`src/rtl/scaler_pkg.sv`:
```
// -----------------------------------------------------------------------------
// scaler_pkg
// Shared definitions for the horizontal scaler control path.
//   - ctrl_state_e     : controller state encoding. Bit 1 = running, bit 0 = pending.
//   - SCALER_STEP_ONE  : fixed-point 1.000 step (4096).
//   - SCALER_STEP_MIN  : default smallest accepted step (0.25).
//   - SCALER_STEP_MAX  : default largest accepted step (8.0).
//   - step_in_range()  : inclusive range check used on incoming requests.
// -----------------------------------------------------------------------------
package scaler_pkg;

    localparam int unsigned SCALER_STEP_W   = 16;
    localparam int unsigned SCALER_STAT_W   = 16;
    localparam int unsigned SCALER_STEP_ONE = 4096;
    localparam int unsigned SCALER_STEP_MIN = 1024;
    localparam int unsigned SCALER_STEP_MAX = 32768;

    // The encoding is chosen so that running = state[1] and pending = state[0].
    typedef enum logic [1:0] {
        ST_IDLE     = 2'b00,
        ST_ARMED    = 2'b01,
        ST_RUN      = 2'b10,
        ST_RUN_PEND = 2'b11
    } ctrl_state_e;

    function automatic logic step_in_range(
        input logic [SCALER_STEP_W-1:0] step,
        input logic [SCALER_STEP_W-1:0] lo,
        input logic [SCALER_STEP_W-1:0] hi
    );
        return (step >= lo) && (step <= hi);
    endfunction

    function automatic logic state_running(input ctrl_state_e s);
        return (s == ST_RUN) || (s == ST_RUN_PEND);
    endfunction

    function automatic logic state_pending(input ctrl_state_e s);
        return (s == ST_ARMED) || (s == ST_RUN_PEND);
    endfunction

endpackage

```
`src/rtl/scaler_ctrl_stat.sv`:
```
// -----------------------------------------------------------------------------
// scaler_ctrl_stat
// Line/frame geometry statistics for the scaler controller.
//   A pixel counter counts data-enable beats and restarts on every line start;
//   a line counter counts line starts and restarts on every frame start.
//   Both saturate at all-ones. On a line start the finished line's pixel count
//   is captured; on a frame start the finished frame's line count is captured.
// Ports:
//   clk, rst_n          : clock, asynchronous active-low reset
//   i_de                : input data enable
//   i_ls                : line-start event (de & hs)
//   i_fs                : frame-start event (de & vs)
//   o_width             : pixels in the previous line
//   o_height            : lines in the previous frame
// -----------------------------------------------------------------------------
module scaler_ctrl_stat
    import scaler_pkg::*;
(
    input  logic                     clk,
    input  logic                     rst_n,
    input  logic                     i_de,
    input  logic                     i_ls,
    input  logic                     i_fs,
    output logic [SCALER_STAT_W-1:0] o_width,
    output logic [SCALER_STAT_W-1:0] o_height
);

    localparam logic [SCALER_STAT_W-1:0] LP_SAT = '1;
    localparam logic [SCALER_STAT_W-1:0] LP_ONE = SCALER_STAT_W'(1);

    logic [SCALER_STAT_W-1:0] r_pix_cnt;
    logic [SCALER_STAT_W-1:0] r_line_cnt;
    logic [SCALER_STAT_W-1:0] r_width;
    logic [SCALER_STAT_W-1:0] r_height;

    // The start beat itself belongs to the new line/frame, so the counter
    // restarts at 1 rather than 0; a 64-pixel line then reports 64.
    always_ff @(posedge clk or negedge rst_n) begin
        if (!rst_n) begin
            r_pix_cnt <= '0;
            r_width   <= '0;
        end else if (i_ls) begin
            r_width   <= r_pix_cnt;
            r_pix_cnt <= LP_ONE;
        end else if (i_de && (r_pix_cnt != LP_SAT)) begin
            r_pix_cnt <= r_pix_cnt + LP_ONE;
        end
    end

    always_ff @(posedge clk or negedge rst_n) begin
        if (!rst_n) begin
            r_line_cnt <= '0;
            r_height   <= '0;
        end else if (i_fs) begin
            r_height   <= r_line_cnt;
            r_line_cnt <= i_ls ? LP_ONE : '0;
        end else if (i_ls && (r_line_cnt != LP_SAT)) begin
            r_line_cnt <= r_line_cnt + LP_ONE;
        end
    end

    assign o_width  = r_width;
    assign o_height = r_height;

endmodule

```
`src/rtl/scaler_h_ctrl.sv`:
```
// -----------------------------------------------------------------------------
// scaler_h_ctrl
// Sequencing/configuration controller in front of scaler_h. Takes new step
// values over a valid/ready handshake, range-checks them into a shadow
// register, and applies the shadow value only on a frame start so a frame is
// never scaled with two steps. Video is blocked until a step has been applied.
//
// Optional build macro: SCALER_CTRL_STAT_EN (adds line/frame geometry counters;
// without it stat_width/stat_height are tied to 0).
//
// Handshake: a request transfers on a rising clk edge where cfg_valid and
// cfg_ready are both 1. cfg_ready depends only on the state (1 in IDLE and
// RUN); cfg_valid may stay high while cfg_ready is 0 and nothing transfers.
//
// Ports:
//   clk, rst_n                 : clock, asynchronous active-low reset
//   cfg_step/cfg_valid         : step request (unsigned fixed-point)
//   cfg_ready                  : request can be taken this cycle
//   cfg_err                    : one-cycle pulse after a rejected request
//   di_i/de_i/hs_i/vs_i        : input video (hs/vs qualified by de)
//   di_o/de_o/hs_o/vs_o        : registered, gated video to the scaler
//   scale_step                 : active step to the scaler
//   running / pending          : video passing / shadow update waiting
//   stat_width / stat_height   : pixels per line / lines per frame
// -----------------------------------------------------------------------------
module scaler_h_ctrl
    import scaler_pkg::*;
#(
    parameter int unsigned PIXEL_STEP  = SCALER_STEP_ONE,
    parameter int unsigned PIXEL_WIDTH = 12,
    parameter int unsigned STEP_MIN    = SCALER_STEP_MIN,
    parameter int unsigned STEP_MAX    = SCALER_STEP_MAX
)
(
    input  logic                     clk,
    input  logic                     rst_n,
    input  logic [SCALER_STEP_W-1:0] cfg_step,
    input  logic                     cfg_valid,
    output logic                     cfg_ready,
    output logic                     cfg_err,
    input  logic [PIXEL_WIDTH-1:0]   di_i,
    input  logic                     de_i,
    input  logic                     hs_i,
    input  logic                     vs_i,
    output logic [PIXEL_WIDTH-1:0]   di_o,
    output logic                     de_o,
    output logic                     hs_o,
    output logic                     vs_o,
    output logic [SCALER_STEP_W-1:0] scale_step,
    output logic                     running,
    output logic                     pending,
    output logic [SCALER_STAT_W-1:0] stat_width,
    output logic [SCALER_STAT_W-1:0] stat_height
);

    localparam logic [SCALER_STEP_W-1:0] LP_STEP_ONE = PIXEL_STEP[SCALER_STEP_W-1:0];
    localparam logic [SCALER_STEP_W-1:0] LP_STEP_MIN = STEP_MIN[SCALER_STEP_W-1:0];
    localparam logic [SCALER_STEP_W-1:0] LP_STEP_MAX = STEP_MAX[SCALER_STEP_W-1:0];

    // ------------------------------------------------------------------
    // Events and handshake
    // ------------------------------------------------------------------
    logic w_fs;
    logic w_ls;
    logic w_xfer;
    logic w_in_range;
    logic w_accept;
    logic w_reject;

    ctrl_state_e r_state;
    ctrl_state_e w_state_nxt;
    logic        w_apply;

    assign w_fs       = de_i & vs_i;
    assign w_ls       = de_i & hs_i;
    assign cfg_ready  = (r_state == ST_IDLE) || (r_state == ST_RUN);
    assign w_xfer     = cfg_valid & cfg_ready;
    assign w_in_range = step_in_range(cfg_step, LP_STEP_MIN, LP_STEP_MAX);
    assign w_accept   = w_xfer & w_in_range;
    assign w_reject   = w_xfer & ~w_in_range;

    // ------------------------------------------------------------------
    // State machine
    // ------------------------------------------------------------------
    always_ff @(posedge clk or negedge rst_n) begin
        if (!rst_n) begin
            r_state <= ST_IDLE;
        end else begin
            r_state <= w_state_nxt;
        end
    end

    // A request accepted on the same beat as fs in RUN moves to RUN_PEND
    // without applying: the frame starting on this beat keeps the old step.
    always_comb begin
        w_state_nxt = r_state;
        w_apply     = 1'b0;
        case (r_state)
            ST_IDLE: begin
                if (w_accept) begin
                    w_state_nxt = ST_ARMED;
                end
            end
            ST_ARMED: begin
                if (w_fs) begin
                    w_state_nxt = ST_RUN;
                    w_apply     = 1'b1;
                end
            end
            ST_RUN: begin
                if (w_accept) begin
                    w_state_nxt = ST_RUN_PEND;
                end
            end
            ST_RUN_PEND: begin
                if (w_fs) begin
                    w_state_nxt = ST_RUN;
                    w_apply     = 1'b1;
                end
            end
            default: begin
                w_state_nxt = ST_IDLE;
            end
        endcase
    end

    // ------------------------------------------------------------------
    // Shadow / active step and error pulse
    // ------------------------------------------------------------------
    logic [SCALER_STEP_W-1:0] r_shadow;
    logic [SCALER_STEP_W-1:0] r_scale_step;
    logic                     r_cfg_err;

    // Accepts only happen in IDLE/RUN and applies only in ARMED/RUN_PEND,
    // so the shadow is never written and read for an apply on the same edge.
    always_ff @(posedge clk or negedge rst_n) begin
        if (!rst_n) begin
            r_shadow     <= LP_STEP_ONE;
            r_scale_step <= LP_STEP_ONE;
            r_cfg_err    <= 1'b0;
        end else begin
            r_cfg_err <= w_reject;
            if (w_accept) begin
                r_shadow <= cfg_step;
            end
            if (w_apply) begin
                r_scale_step <= r_shadow;
            end
        end
    end

    // ------------------------------------------------------------------
    // Video path: one register stage, flags gated by the next state so the
    // fs beat that starts RUN is the first one to pass.
    // ------------------------------------------------------------------
    logic                   w_pass;
    logic [PIXEL_WIDTH-1:0] r_di_o;
    logic                   r_de_o;
    logic                   r_hs_o;
    logic                   r_vs_o;

    assign w_pass = state_running(w_state_nxt);

    always_ff @(posedge clk or negedge rst_n) begin
        if (!rst_n) begin
            r_di_o <= '0;
            r_de_o <= 1'b0;
            r_hs_o <= 1'b0;
            r_vs_o <= 1'b0;
        end else begin
            r_di_o <= di_i;
            r_de_o <= de_i & w_pass;
            r_hs_o <= hs_i & w_pass;
            r_vs_o <= vs_i & w_pass;
        end
    end

    assign di_o       = r_di_o;
    assign de_o       = r_de_o;
    assign hs_o       = r_hs_o;
    assign vs_o       = r_vs_o;
    assign scale_step = r_scale_step;
    assign cfg_err    = r_cfg_err;
    assign running    = state_running(r_state);
    assign pending    = state_pending(r_state);

    // ------------------------------------------------------------------
    // Optional statistics
    // ------------------------------------------------------------------
`ifdef SCALER_CTRL_STAT_EN
    scaler_ctrl_stat u_stat (
        .clk      (clk),
        .rst_n    (rst_n),
        .i_de     (de_i),
        .i_ls     (w_ls),
        .i_fs     (w_fs),
        .o_width  (stat_width),
        .o_height (stat_height)
    );
`else
    // Line starts only feed the statistics block.
    logic w_ls_unused;
    assign w_ls_unused = w_ls;
    assign stat_width  = '0;
    assign stat_height = '0;
`endif

endmodule
```
`config.mk`:
```
export PLATFORM = sky130hd
export DESIGN_NAME = scaler_h_ctrl
export DESIGN_NICKNAME = d
export VERILOG_FILES = /design/src/rtl/scaler_pkg.sv /design/src/rtl/scaler_ctrl_stat.sv /design/src/rtl/scaler_h_ctrl.sv
export SDC_FILE = /design/constraint.sdc
export NUM_CORES = 1
export LEC_CHECK = 0
export BUFFER_PORTS_ARGS = -buffer_cell sky130_fd_sc_hd__buf_2
export CAP_MARGIN = 20
export CORE_ASPECT_RATIO = 1.5
export CORE_MARGIN = 4
export CORE_UTILIZATION = 46
export CTS_CLUSTER_DIAMETER = 30
export DETAILED_ROUTE_END_ITERATION = 16
export PLACE_DENSITY = 0.85
export SLEW_MARGIN = 15
export SYNTH_ARGS = -nofsm -noshare
export SYNTH_HDL_FRONTEND = slang
export SYNTH_HIERARCHICAL = 1
export SYNTH_SLANG_ARGS = --single-unit
```
`constraint.sdc`:
```
create_clock -name clk -period 2.2 [get_ports clk]
set_clock_uncertainty 0.1 [all_clocks]
set_input_delay 0.11 -clock clk [delete_from_list [all_inputs] [get_ports clk]]
set_output_delay 0.11 -clock clk [all_outputs]
set_load 0.005 [all_outputs]
```
After elaboration in Yosys (flattened, before gate mapping)
Index checks and enable logic that the tools add are counted.
{"block": "word_totals", "regBits": 50, "output_inout_bits": 67}
{"block": "classes", "order_cmp": 2, "n_eq_ne": 5, "n_mux": 6, "bitwise_logic": 8, "n_reduce_logical": 7}
{"operator": "greater-or-equal comparator 16 x 11 -> 1 bit (second input constant)", "count": 1}
{"operator": "<= comparator 16 bit (second input constant)", "count": 1}
{"operator": "equality test 2 bit (second input constant)", "count": 4}
{"operator": "bitwise AND 1 bit", "count": 7}
{"operator": "two-way mux 2 bit", "count": 3}
{"operator": "case mux 2 bit (3 select lines)", "count": 1}
{"operator": "logical OR 1 bit", "count": 4}
{"operator": "equality test 2 x 1 -> 1 bit (second input constant)", "count": 1}
{"operator": "logical NOT 2 bit", "count": 1}
{"operator": "two-way mux 1 bit", "count": 2}
{"operator": "OR reduction 2 bit", "count": 1}
{"operator": "logical AND 1 bit", "count": 1}
{"operator": "inverter 1 bit", "count": 1}

Longest topological paths before layout
{"block": "depth", "word_depth": 9, "mapped_depth": 6, "ltp_nobuf": 4}

Worst setup path after synthesis
OpenSTA, ideal clock, no wires.
{"block": "synth_timing", "kind": "input to register", "from": "in cfg_step[0]", "to": "reg r_shadow[3]", "arrival_ps": 1503, "setup_slack_ps": 472, "cell_stages": 5, "n_path_buf": 1, "path_cell_list": "or4_4 -> nor4_4 -> o21ai_2 -> buf_6 -> mux2_4"}
{"block": "synth_via", "elab_chain_cells": 3, "elab_cells_between_ends": 4}
{"element": "start: declaration", "line": "scaler_h_ctrl.sv:37", "text": "input logic [SCALER_STEP_W-1:0] cfg_step,"}
{"element": "greater-or-equal comparator 16 x 11 -> 1 bit / <= comparator 16 bit (equally long branches)", "line": "scaler_pkg.sv:31", "text": "return (step >= lo) && (step <= hi);"}
{"element": "logical AND 1 bit (*)", "line": "scaler_pkg.sv:31"}
{"element": "bitwise AND 1 bit (*)", "line": "scaler_h_ctrl.sv:79", "text": "assign w_accept = w_xfer & w_in_range;"}
{"element": "end signal: assignment", "line": "scaler_h_ctrl.sv:144", "text": "r_shadow <= cfg_step;"}
{"element": "end: declaration", "line": "scaler_h_ctrl.sv:130", "text": "logic [SCALER_STEP_W-1:0] r_shadow;"}
Mark *: on every way between the ends. The rest lies on a longest branch, timed or not.
A chain may end at the register's enable or synchronous reset.

Final worst setup path
{"block": "layout_timing", "from": "in cfg_step[11]", "to": "reg r_shadow[2]"}
The elaborated chain is that of the path after synthesis.

==> impl_metrics.json <==
{
  "critical_path_class": "primary input to register",
  "die_w_um": 63.2,
  "syn2layout_area_growth_pct": 31.5,
  "cts_tree": "done",
  "rsz0062_at_grt": "no",
  "hold_path.class": "primary input to register",
  "grt_pass1_vias": 1522,
  "finalHoldViolCount": 0,
  "maxCapViolCount": 0,
  "routed.top_layer": "met4",
  "clk_pin_slew_ns": 0.08,
  "fin_area_sq_um": 2770,
  "gp_congestion": 0.779,
  "start_util": 0.487,
  "grt_util_all_layers": 0.163,
  "routedWlPerCell_um": 14.7,
  "synthTopCellsByArea": "dfrtp_1, buf_4, mux2_2, mux2_1, mux2_4",
  "core_area_sq_um": 4320,
  "worst_ep_required_time_ns": 2.28,
  "fin_hold_ws_ns": 0.0356,
  "syn_area_sq_um": 2100,
  "p_leak_nw": 1.38,
  "synthMostInstantiatedCell": "dfrtp_1",
  "final_cells": 302,
  "yosys_warnings": 6,
  "seq_area_frac_synth": 0.596,
  "io_pins": 101,
  "grt_overflow": 0,
  "dpl.hpwl_mm": 3.21,
  "cts_root_buffer": "clkbuf_8",
  "critical_path_arrival_ns": 2.19,
  "io_buffers": 68,
  "syn_inst": 155,
  "async_flop_share": 1.00,
  "dieHeight_um": 90.8,
  "m1WireLength_mm": 1.56,
  "route.met3.wl_um": 343,
  "synthTopCellsByCount": "dfrtp_1, buf_4, mux2_2",
  "cts_htree_levels": 2,
  "drt_wl_total_mm": 4.43,
  "grt_max_degree": 23,
  "setup_ws_ns": 0.0875,
  "fin_tns_setup_ns": 0,
  "drt.antenna.violating_nets": 0,
  "nFillCells": 321,
  "period_needed_ns": 2.11,
  "cts_buffers": 5,
  "synthFlopType": "dfrtp_1",
  "layout.nets": 289,
  "drt_iter0_markers": 49,
  "placed_area_sq_um": 2370,
  "fmax_ghz": 0.473,
  "timing.final.crit_share": 0.960,
  "die_area_sq_um": 5740,
  "max-vdd-ir-drop_uv": 620,
  "drc": 0,
  "vias": 1438,
  "wl_met2_mm": 2.44,
  "avgSynthCellArea_sq_um": 13.6,
  "row_count": 29,
  "drt_first_pass_iters": 4,
  "cp_max_fo": 13,
  "place_inst": 266,
  "antenna_found_initial": 0,
  "worstSetupEndpointType": "register",
  "cts_sinks": 50,
  "slew_violations": 0,
  "synth_top_area_cell": "dfrtp_1",
  "vias_per_cell": 4.76,
  "preCtsSetupSlack_ns": 0.175,
  "diodes": 0,
  "clock_latency_ns": 0.30,
  "status": "finished, final reports clean",
  "start_kind": "primary input",
  "post_cts_buffers": 0,
  "p_per_area_nw_per_um2": 895,
  "drive_gt1_frac": 0.383,
  "synth-seq-cells": 50,
  "synth.distinct_cells": 32,
  "synth_edf_count": 0,
  "synth_top_area_share": 0.571,
  "cts.path.max_buffers": 2,
  "finalSetupViolCount": 0,
  "grt_pass1_wl_mm": 7.26
}
==> power by group <==
group          leakage, nW  internal, mW  switching (mW)
Combinational        0.735         0.343           0.230
Sequential           0.588          1.16           0.115
Clock               0.0524         0.340           0.283
Total                 1.38          1.85           0.628
==> per-layer routing <==
| layer | vias to the layer above | track usage |
|---|---|---|
| met5 | - | 0 |
| met1 | 693 | 0.179 |
| met2 | 72 | 0.300 |
| li1 | 665 | - |
| met3 | 8 | 0.0386 |
| met4 | 0 | 0.0577 |
==> through the flow <==
| step | power, mW | util |
|---|---|---|
| floorplan | 1.60 | - |
| global placement | 1.81 | 0.549 |
| detailed placement | 1.84 | 0.549 |
| CTS | 2.50 | 0.639 |
| global route | 2.62 | 0.640 |
| finish | 2.48 | 0.640 |
==> area by class of cell <==
| class | count | area, sq um | share of cell area |
|---|---|---|---|
| repair buffers | 99 | 643 | 0.233 |
| multi-input cells | 97 | 697 | 0.252 |
| clock inverters | 1 | 30.0 | 0.0109 |
| clock buffers | 7 | 76.3 | 0.0276 |
| well taps | 46 | 57.6 | 0.0208 |
| inverters | 2 | 7.51 | 0.00271 |
| flip-flops and latches | 50 | 1250 | 0.453 |
==> cell usage in the layout (no fill, tap or decap), drive strengths merged, types with 4 or more instances in the layout <==
cell type	n
nor2b	5
nand2	4
dlygate4sd3	28
clkbuf	7
conb	32
mux2	23
dfrtp	48
a22o	5
buf	71
==> worst max-delay path, cell delays in order <==
cell           delay (ns)
dlygate4sd3_1        0.53
buf_2                0.14
or4_1                0.53
nor4_4               0.33
o21ai_4              0.19
mux2_1               0.35
==> sequential cells by signal, indices dropped and copies added, names as in the netlist <==
name / cells
r_shadow: 16
scale_step: 16
di_o: 12
r_state: 2
cfg_err: 1
de_o: 1
hs_o: 1
vs_o: 1
==> final timing paths <==
check,from,end,slack [ns],cells past startpoint
setup / recovery,cfg_step[11],r_shadow[2],0.09,6
setup reg to reg,r_state[0],r_shadow[2],0.62,3
max in group asynchronous,rst_n,scale_step[12],1.24,3
hold reg to reg,scale_step[11],scale_step[11],0.39,1
min in group asynchronous,rst_n,scale_step[6],0.12,2
hold / removal,cfg_valid,cfg_err,0.04,3
==> kinds of logic after synthesis <==
group	count (synthesis)	synth area share
DFF	50	0.596
buffers and inverters	39	0.131
and+or+nand+nor	24	0.0774
muxes	23	0.130
AOI/OAI and AO/OA	18	0.0631
other	1	0.00178
==> repair_timing <==
item                                    4_1_cts  5_1_grt
hold buffers                                 28        0
gates resized for setup                       0        1
hold endpoints to repair                     75        0
endpoints found under the setup margin        0        7
Power figures use the tool's default switching activity.
